[src/rtl/mac_result_drain.sv]
// Drains the accumulators of a MAC row: snapshot on calc_done, clear the MACs,
// then stream each result word out over valid/ready. A new calculation may run
// in the MACs while the snapshot is still being streamed.

// One shadow register per MAC. It loads only on the capture edge.
module mac_shadow_lane #(
  parameter int W = 24
) (
  input  logic         clk,
  input  logic         rst_n,
  input  logic         load,
  input  logic [W-1:0] d,
  output logic [W-1:0] q
);
  // Holds the snapshot until the next capture so the MAC can be reused
  always_ff @(posedge clk or negedge rst_n) begin
    if (!rst_n)    q <= '0;
    else if (load) q <= d;
  end
endmodule

module mac_result_drain #(
  parameter int DATA_WIDTH = 8,
  parameter int ACC_WIDTH  = 3*DATA_WIDTH,
  parameter int NUM_MACS   = 8,
  parameter int IDX_W      = $clog2(NUM_MACS)
) (
  input  logic                          clk,
  input  logic                          rst_n,
  input  logic                          calc_done,
  input  logic [NUM_MACS*ACC_WIDTH-1:0] mac_couts,
  output logic                          mac_clr,
  output logic [ACC_WIDTH-1:0]          out_data,
  output logic [IDX_W-1:0]              out_idx,
  output logic                          out_valid,
  output logic                          out_last,
  input  logic                          out_ready,
  output logic                          busy,
  output logic                          overrun
);
  localparam logic [1:0] S_IDLE    = 2'd0;
  localparam logic [1:0] S_CAPTURE = 2'd1;
  localparam logic [1:0] S_STREAM  = 2'd2;

  localparam logic [IDX_W-1:0] LAST_IDX = IDX_W'(NUM_MACS-1);

  logic [1:0]                          state;
  logic [IDX_W-1:0]                    idx;
  logic [NUM_MACS-1:0][ACC_WIDTH-1:0]  shadow;
  logic                                load;
  logic                                streaming;
  logic                                hs;

  // Capture only from IDLE; a calc_done anywhere else is an overrun
  assign load      = (state == S_IDLE) && calc_done;
  assign streaming = (state == S_STREAM);
  assign hs        = streaming && out_ready;

  genvar g;
  generate
    for (g = 0; g < NUM_MACS; g++) begin : g_lane
      mac_shadow_lane #(.W(ACC_WIDTH)) u_lane (
        .clk   (clk),
        .rst_n (rst_n),
        .load  (load),
        .d     (mac_couts[g*ACC_WIDTH +: ACC_WIDTH]),
        .q     (shadow[g])
      );
    end
  endgenerate

  // Sequencer: IDLE -> CAPTURE (one cycle, clears MACs) -> STREAM -> IDLE
  always_ff @(posedge clk or negedge rst_n) begin
    if (!rst_n) begin
      state   <= S_IDLE;
      idx     <= '0;
      mac_clr <= 1'b0;
    end else begin
      case (state)
        S_IDLE: begin
          if (calc_done) begin
            state   <= S_CAPTURE;
            mac_clr <= 1'b1;
          end
        end
        S_CAPTURE: begin
          mac_clr <= 1'b0;
          idx     <= '0;
          state   <= S_STREAM;
        end
        S_STREAM: begin
          if (hs) begin
            if (idx == LAST_IDX) state <= S_IDLE;
            else                 idx   <= idx + 1'b1;
          end
        end
        default: begin
          state   <= S_IDLE;
          mac_clr <= 1'b0;
        end
      endcase
    end
  end

  // Sticky overrun flag; only reset clears it
  always_ff @(posedge clk or negedge rst_n) begin
    if (!rst_n)                             overrun <= 1'b0;
    else if (calc_done && state != S_IDLE) overrun <= 1'b1;
  end

  // Output word is gated so the bus reads zero whenever nothing is offered
  always_comb begin
    out_valid = streaming;
    out_data  = '0;
    out_idx   = '0;
    out_last  = 1'b0;
    if (streaming) begin
      out_data = shadow[idx];
      out_idx  = idx;
      out_last = (idx == LAST_IDX);
    end
  end

  assign busy = (state != S_IDLE);

endmodule

[config.mk]
export PLATFORM = sky130hd
export DESIGN_NAME = mac_result_drain
export DESIGN_NICKNAME = d
export VERILOG_FILES = /design/src/rtl/mac_result_drain.sv
export SDC_FILE = /design/constraint.sdc
export NUM_CORES = 1
export LEC_CHECK = 0
export ABC_AREA = 1
export BUFFER_PORTS_ARGS = -buffer_cell sky130_fd_sc_hd__buf_2
export CAP_MARGIN = 20
export CELL_PAD_IN_SITES_DETAIL_PLACEMENT = 0
export CELL_PAD_IN_SITES_GLOBAL_PLACEMENT = 1
export CORE_UTILIZATION = 39
export CTS_CLUSTER_SIZE = 40
export DETAILED_ROUTE_END_ITERATION = 10
export PLACE_DENSITY_LB_ADDON = 0.05
export SLEW_MARGIN = 20
export SYNTH_ARGS = -nofsm -noshare
export SYNTH_HDL_FRONTEND = slang
export SYNTH_HIERARCHICAL = 1
export SYNTH_SLANG_ARGS = --single-unit
[constraint.sdc]
create_clock -name clk -period 1.8 [get_ports clk]
set_input_delay 0.09 -clock clk [delete_from_list [all_inputs] [get_ports clk]]
set_output_delay 0.09 -clock clk [all_outputs]
set_load 0.1 [all_outputs]
==> flow_metrics.tcl, run 1 <==
set metrics [dict create \
    outcome "complete, but fails checks" \
    violations "negative setup slack" \
    yosys_warnings 6 \
    cpMostUsedCell "nand2_1" \
    fp.dieW_um 167.9 \
    ir_drop_mv 1.002 \
    synth-seq-area-share 0.4638 \
    vias_per_cell 4.605 \
    syn_inst 1496 \
    critical_path_buf_inv_count 3 \
    numCtsBuffers 17 \
    syn_nets 1694 \
    hold_viol 0 \
    routedWlPerCell_um 16.28 \
    ios 228 \
    grt_max_degree 68 \
    cts_tree "done" \
    r2r_cells 9 \
    cp_top_family "flip-flops" \
    synth_top_area_cell "dfrtp_1" \
    crit_start "idx[0]" \
    vias 10421 \
    slew_viol_final 0 \
    r2r_start "idx[0]" \
    htreeDepth 4 \
    syn2layout_area_growth_pct 46.11 \
    cp_max_fo 25 \
    hold_class "in2async" \
    start_kind "register" \
    placed_cell_area_mm2 0.01247 \
    finClkSkew_ns 0.006894 \
    setup_violations 25 \
    grt_pass1_vias 10390 \
    path_cells "buf_6 -> buf_12 -> nand2_1 -> nand3_1 -> nand2_1 -> nand2_1 -> nand2_4 -> buf_12" \
    grt_first_pass_wirelength_um 56470 \
    wl_um 36850 \
    die_y_um 167.9 \
    reg2reg_slack_ns 0.07 \
    nNetsFinal 2108 \
    worst_slack_ns -0.2129 \
    drt_drc_violations_left 0 \
    setup-tns-final_ns -4.744 \
    portBuffers 227 \
    clock_latency_ns 0.43 \
    syn_area_per_cell_um2 7.178 \
    crit_path_top_delay_cell "dfrtp_4" \
    r2r-end "idx[1]" \
    cp-endpoint "out_data[9]" \
    synthTopCellsByArea "dfrtp_1, nand2_1, inv_1" \
    core_mm2 0.02695 \
    cts_buffer_depth 2 \
    period_minus_slack_ns 2.013 \
    critPathMaxStageDelay_ns 0.52 \
    regArea_mm2 0.004985 \
    dp.final_hpwl_um 24530 \
    powerDensity_mw_per_mm2 1771 \
    cp_data_required_time_ns 1.71 \
    period_share 1.118 \
    netlist_area_mm2 0.01074 \
    tightest_slew_ns 0.4874 \
    cap_viol_max_count 0 \
    stdcell_area_mm2 0.01569 \
    start_util 0.3984 \
    slew_headroom 0.6773 \
    fmax_mhz 496.8 \
    drtIter0Drc 547 \
    grt_use_total 0.2643 \
    rsz0062_at_grt "true" \
    die_area_mm2 0.02820 \
    overflow 0 \
    ys_types 20 \
    grt_antenna_before_repair 0 \
    p_leak_nw 8.687 \
    path_depth 8 \
    synth_top_area_frac 0.4638 \
    num_rows 60 \
    cts_sinks 199 \
    cts.clk_slew.worst_paths_ns 0.08 \
    cts_root_buf "clkbuf_16" \
    multi_input_area_mm2 0.004482 \
    antenna_left 0 \
    place_congestion 0.8502 \
    synth-seq-cells 199 \
    nFillCells 2564 \
    crit_arrival_ns 1.92 \
    cp-end-kind "output pin" \
    dr.pass1.iters 5 \
    antennaDiodeCount 0 \
    drive_gt1_frac 0.2570 \
    crit_type "reg2out" \
]
worst min path at each step:
| stage | from | to | slack, ns |
|---|---|---|---|
| finish | rst_n | g_lane[3].u_lane/q[16] | 0.14 |
| global route | rst_n | g_lane[3].u_lane/q[16] | 0.17 |
| CTS | rst_n | g_lane[3].u_lane/q[17] | 0.14 |
| detailed placement | rst_n | g_lane[3].u_lane/q[16] | 0.05 |
| global placement | rst_n | g_lane[3].u_lane/q[16] | 0.06 |
| floorplan | rst_n | g_lane[0].u_lane/q[0] | -0.21 |
logic make-up (layout without fill, tap and decap cells):
family / Yosys count / after routing / share of synthesized area
buffers and inverters: 286 / 712 / 0.1496
adder cells (fa/ha/maj): 2 / 2 / 0.002330
AO/OA/AOI/OAI: 3 / 3 / 0.001632
flip-flops: 199 / 199 / 0.4638
AND/OR/NAND/NOR: 1006 / 1006 / 0.3827
registers in the layout, indices dropped and copies added (netlist names):
signal	count
overrun	1
state	2
idx	3
mac_clr	1
g_lane.u_lane/q	192
power breakdown:
group	internal (mW)	total (mW)	switching [mW]
clock	1.99	3.88	1.89
combinational	5.80	16.0	10.2
sequential	6.60	7.93	1.33
total	14.4	27.8	13.4
cells in the mapped netlist (all sizes together):
library cell and instances:
nand2 899, dfrtp 199, buf 66, clkbuf 10, inv 210, a21o 1, nor2 7, o21ai 2
ha 2, nand3 100
metal layers:
metal  global-route usage  share of wire  vias up  wire length [um]
met1               0.3422           0.44     4875             16350
met3              0.03973          0.042       63              1552
met5                    0              0        -                 0
met4               0.1213          0.038        0              1413
li1                     -              -     5200                 -
met2               0.4368           0.48      283             17530
through the flow:
step / cells / hold slack, ns / util / total power [mW] / worst slack [ns]
2_1_floorplan: 1496 / -0.2056 / - / 17.71 / 0.04208
3_3_place_gp: 2021 / 0.05592 / 0.4626 / 21.92 / 0.08843
3_5_place_dp: 2021 / 0.05272 / 0.4626 / 22.00 / 0.08857
4_1_cts: 2259 / 0.1420 / 0.5747 / 27.50 / -0.2242
5_1_grt: 2263 / 0.1678 / 0.5821 / 29.68 / -0.2851
6_report: 2263 / 0.1354 / 0.5821 / 27.79 / -0.2129
layout by cell type (no fill, tap or decap), types with 12 or more instances in the layout:
cell	instances
buf_12	47
buf_2	197
buf_4	13
clkbuf_16	20
dfrtp_1	197
dlygate4sd3_1	195
inv_1	197
inv_8	12
nand2_1	753
nand2_2	142
nand3_1	82
nand3_2	17
repair_timing:
action	4_1_cts	5_1_grt
hold buffers	195	0
buffers inserted	6	0
endpoints found under the hold margin	384	0
gates cloned	6	4
gates resized for setup	86	28
endpoints found under the setup margin	25	26
pin swaps	20	11
area by class of cell:
type	instances	area share
timing repair inverter	2	0.001994
clock inverter	13	0.009092
multi-input combinational	1011	0.2857
tap	341	0.02720
timing repair buffer	469	0.2744
sequential	199	0.3177
clock buffer	18	0.02799
inverter	210	0.05591
No activity file was read; power rests on OpenSTA's default activity.
==> inputs of run 2 (changes only) <==
- CTS_BUF_LIST: default -> sky130_fd_sc_hd__clkbuf_4 sky130_fd_sc_hd__clkbuf_8 sky130_fd_sc_hd__clkbuf_16
- clock period: 1.8 -> 1.9 ns (I/O delays scaled with it)
==> run 2 against run 1 <==
The flow still finishes with violations (negative setup slack). Via count is 2.4% lower. Highest routed layer unchanged. Die area is the same. Clock skew is 0.0090 ns higher. Clock power about the same. Non-clock buffer count shrank 6. Clock-buffer cell count unchanged. Combinational power fell by 5%.
==> flow_metrics.tcl, run 2 (same netlist as run 1, synthesis figures left out) <==
set metrics [dict create \
    grt_antenna_before_repair 0 \
    cp_max_fo 7 \
    cts_sinks 199 \
    routedWlPerCell_um 15.57 \
    start_kind "register" \
    largest_reg_flops 192 \
    core_mm2 0.02695 \
    final_cell_mix "nand2_1, buf_2, inv_1, dfrtp_1, dlygate4sd3_1" \
    start_util 0.3984 \
    nNetsFinal 2100 \
    syn2layout_area_growth_pct 47.01 \
    fmax_mhz 488.9 \
    hold_class "in2async" \
    cts_root_buf "clkbuf_16" \
    htreeDepth 4 \
    cts_buffer_depth 2 \
    grt_pass1_vias 10236 \
    path_cells "clkinv_8 -> buf_4 -> buf_4 -> nand2_1 -> nand3_2 -> nand2_1 -> nand2_2 -> nand2_2 -> buf_12" \
    layout_commonest_cell "nand2_1" \
    period_share 1.077 \
    cp-end-kind "output pin" \
    regMostFlops "g_lane.u_lane/q" \
    crit_type "reg2out" \
    slew_headroom 0.6698 \
    slew_viol_final 0 \
    drtIter0Drc 535 \
    die_area_mm2 0.02820 \
    top_regs "g_lane.u_lane/q (192), idx (3), state (2)" \
    ios 228 \
    grt_max_degree 72 \
    hold_viol 0 \
    drt_drc_violations_left 0 \
    numCtsBuffers 17 \
    crit_path_top_delay_cell "dfrtp_4" \
    dpl_worst_slack_ns 0.2144 \
    worst_slack_ns -0.1454 \
    die_y_um 167.9 \
    clock_latency_ns 0.44 \
    nFillCells 2582 \
    antenna_left 0 \
    outcome "complete, but fails checks" \
    cts_tree "done" \
    dr.pass1.iters 5 \
    vias 10175 \
    p_leak_nw 8.714 \
    ir_drop_mv 0.9398 \
    tightest_slew_ns 0.4987 \
    wl_um 35130 \
    num_rows 60 \
    fp.dieW_um 167.9 \
    place_congestion 0.8397 \
    overflow 0 \
    drive_gt1_frac 0.2773 \
    rsz0062_at_grt "true" \
    powerDensity_mw_per_mm2 1686 \
    portBuffers 227 \
    stdcell_area_mm2 0.01579 \
    dp.final_hpwl_um 24000 \
    grt_use_total 0.2546 \
    finClkSkew_ns 0.01594 \
    violations "negative setup slack" \
    cap_viol_max_count 0 \
    vias_per_cell 4.510 \
    grt_first_pass_wirelength_um 54860 \
    setup_violations 25 \
    crit_arrival_ns 1.95 \
    critPathMaxStageDelay_ns 0.52 \
    period_minus_slack_ns 2.045 \
    cp_data_required_time_ns 1.80 \
    cts.clk_slew.worst_paths_ns 0.08 \
    placed_cell_area_mm2 0.01238 \
    antennaDiodeCount 0 \
]
## run 2: power breakdown
group          internal, mW  switching, mW
combinational          5.54           9.67
clock                  2.03           1.82
sequential             6.25           1.30
## run 2: path summary, 6_finish.rpt
kind,start,endpoint,slack (ns),cells past startpoint
max,idx[0],out_data[23],-0.15,9
max reg2reg,idx[0],idx[1],0.22,8
min reg2reg,overrun,overrun,0.46,1
min in group clk,mac_couts[123],g_lane[5].u_lane/q[3],0.37,4
min,rst_n,g_lane[3].u_lane/q[15],0.16,2
max in group asynchronous,rst_n,g_lane[5].u_lane/q[19],1.07,3
## run 2: area by class of cell
type	count	area [um2]	area share
clock buffer	18	432.9	0.02743
clock inverter	14	186.4	0.01181
inverter	210	863.3	0.05469
multi-input combinational	1011	4659	0.2952
sequential	199	4985	0.3158
tap	341	426.7	0.02703
timing repair buffer	463	4232	0.2681
## run 2: worst max-delay path: cells and delay by family, from the launching register on
| kind | cells | cell delay [ns] |
|---|---|---|
| buffers and inverters | 4 | 0.59 |
| DFF | 1 | 0.52 |
| and+or+nand+nor | 5 | 0.40 |
## run 2: stage by stage
stage	hold slack [ns]	std cells	utilization	TNS (ns)	power, mW
final	0.1552	2256	0.5857	-2.401	26.62
after global placement	0.07381	2015	0.4594	0	20.65
after CTS	0.1660	2254	0.5775	-2.348	26.35
after global routing	0.1810	2256	0.5857	-4.289	28.42
after floorplan	-0.2006	1496	-	-34.84	16.77
after detailed placement	0.07078	2015	0.4594	0	20.72
## run 2: repair_timing
item,CTS,global route
buffers inserted,6,1
pin swaps,11,30
hold buffers,195,0
gates resized for setup,108,54
gates cloned,6,2
endpoints found under the setup margin,25,25
hold endpoints to repair,316,0
## run 2: layer usage
| layer | vias up | global-route usage | share of wire |
|---|---|---|---|
| li1 | 5174 | - | - |
| met1 | 4742 | 0.3283 | 0.45 |
| met2 | 221 | 0.4429 | 0.50 |
| met3 | 38 | 0.03103 | 0.031 |
| met4 | 0 | 0.08377 | 0.026 |
| met5 | - | 0 | 0 |
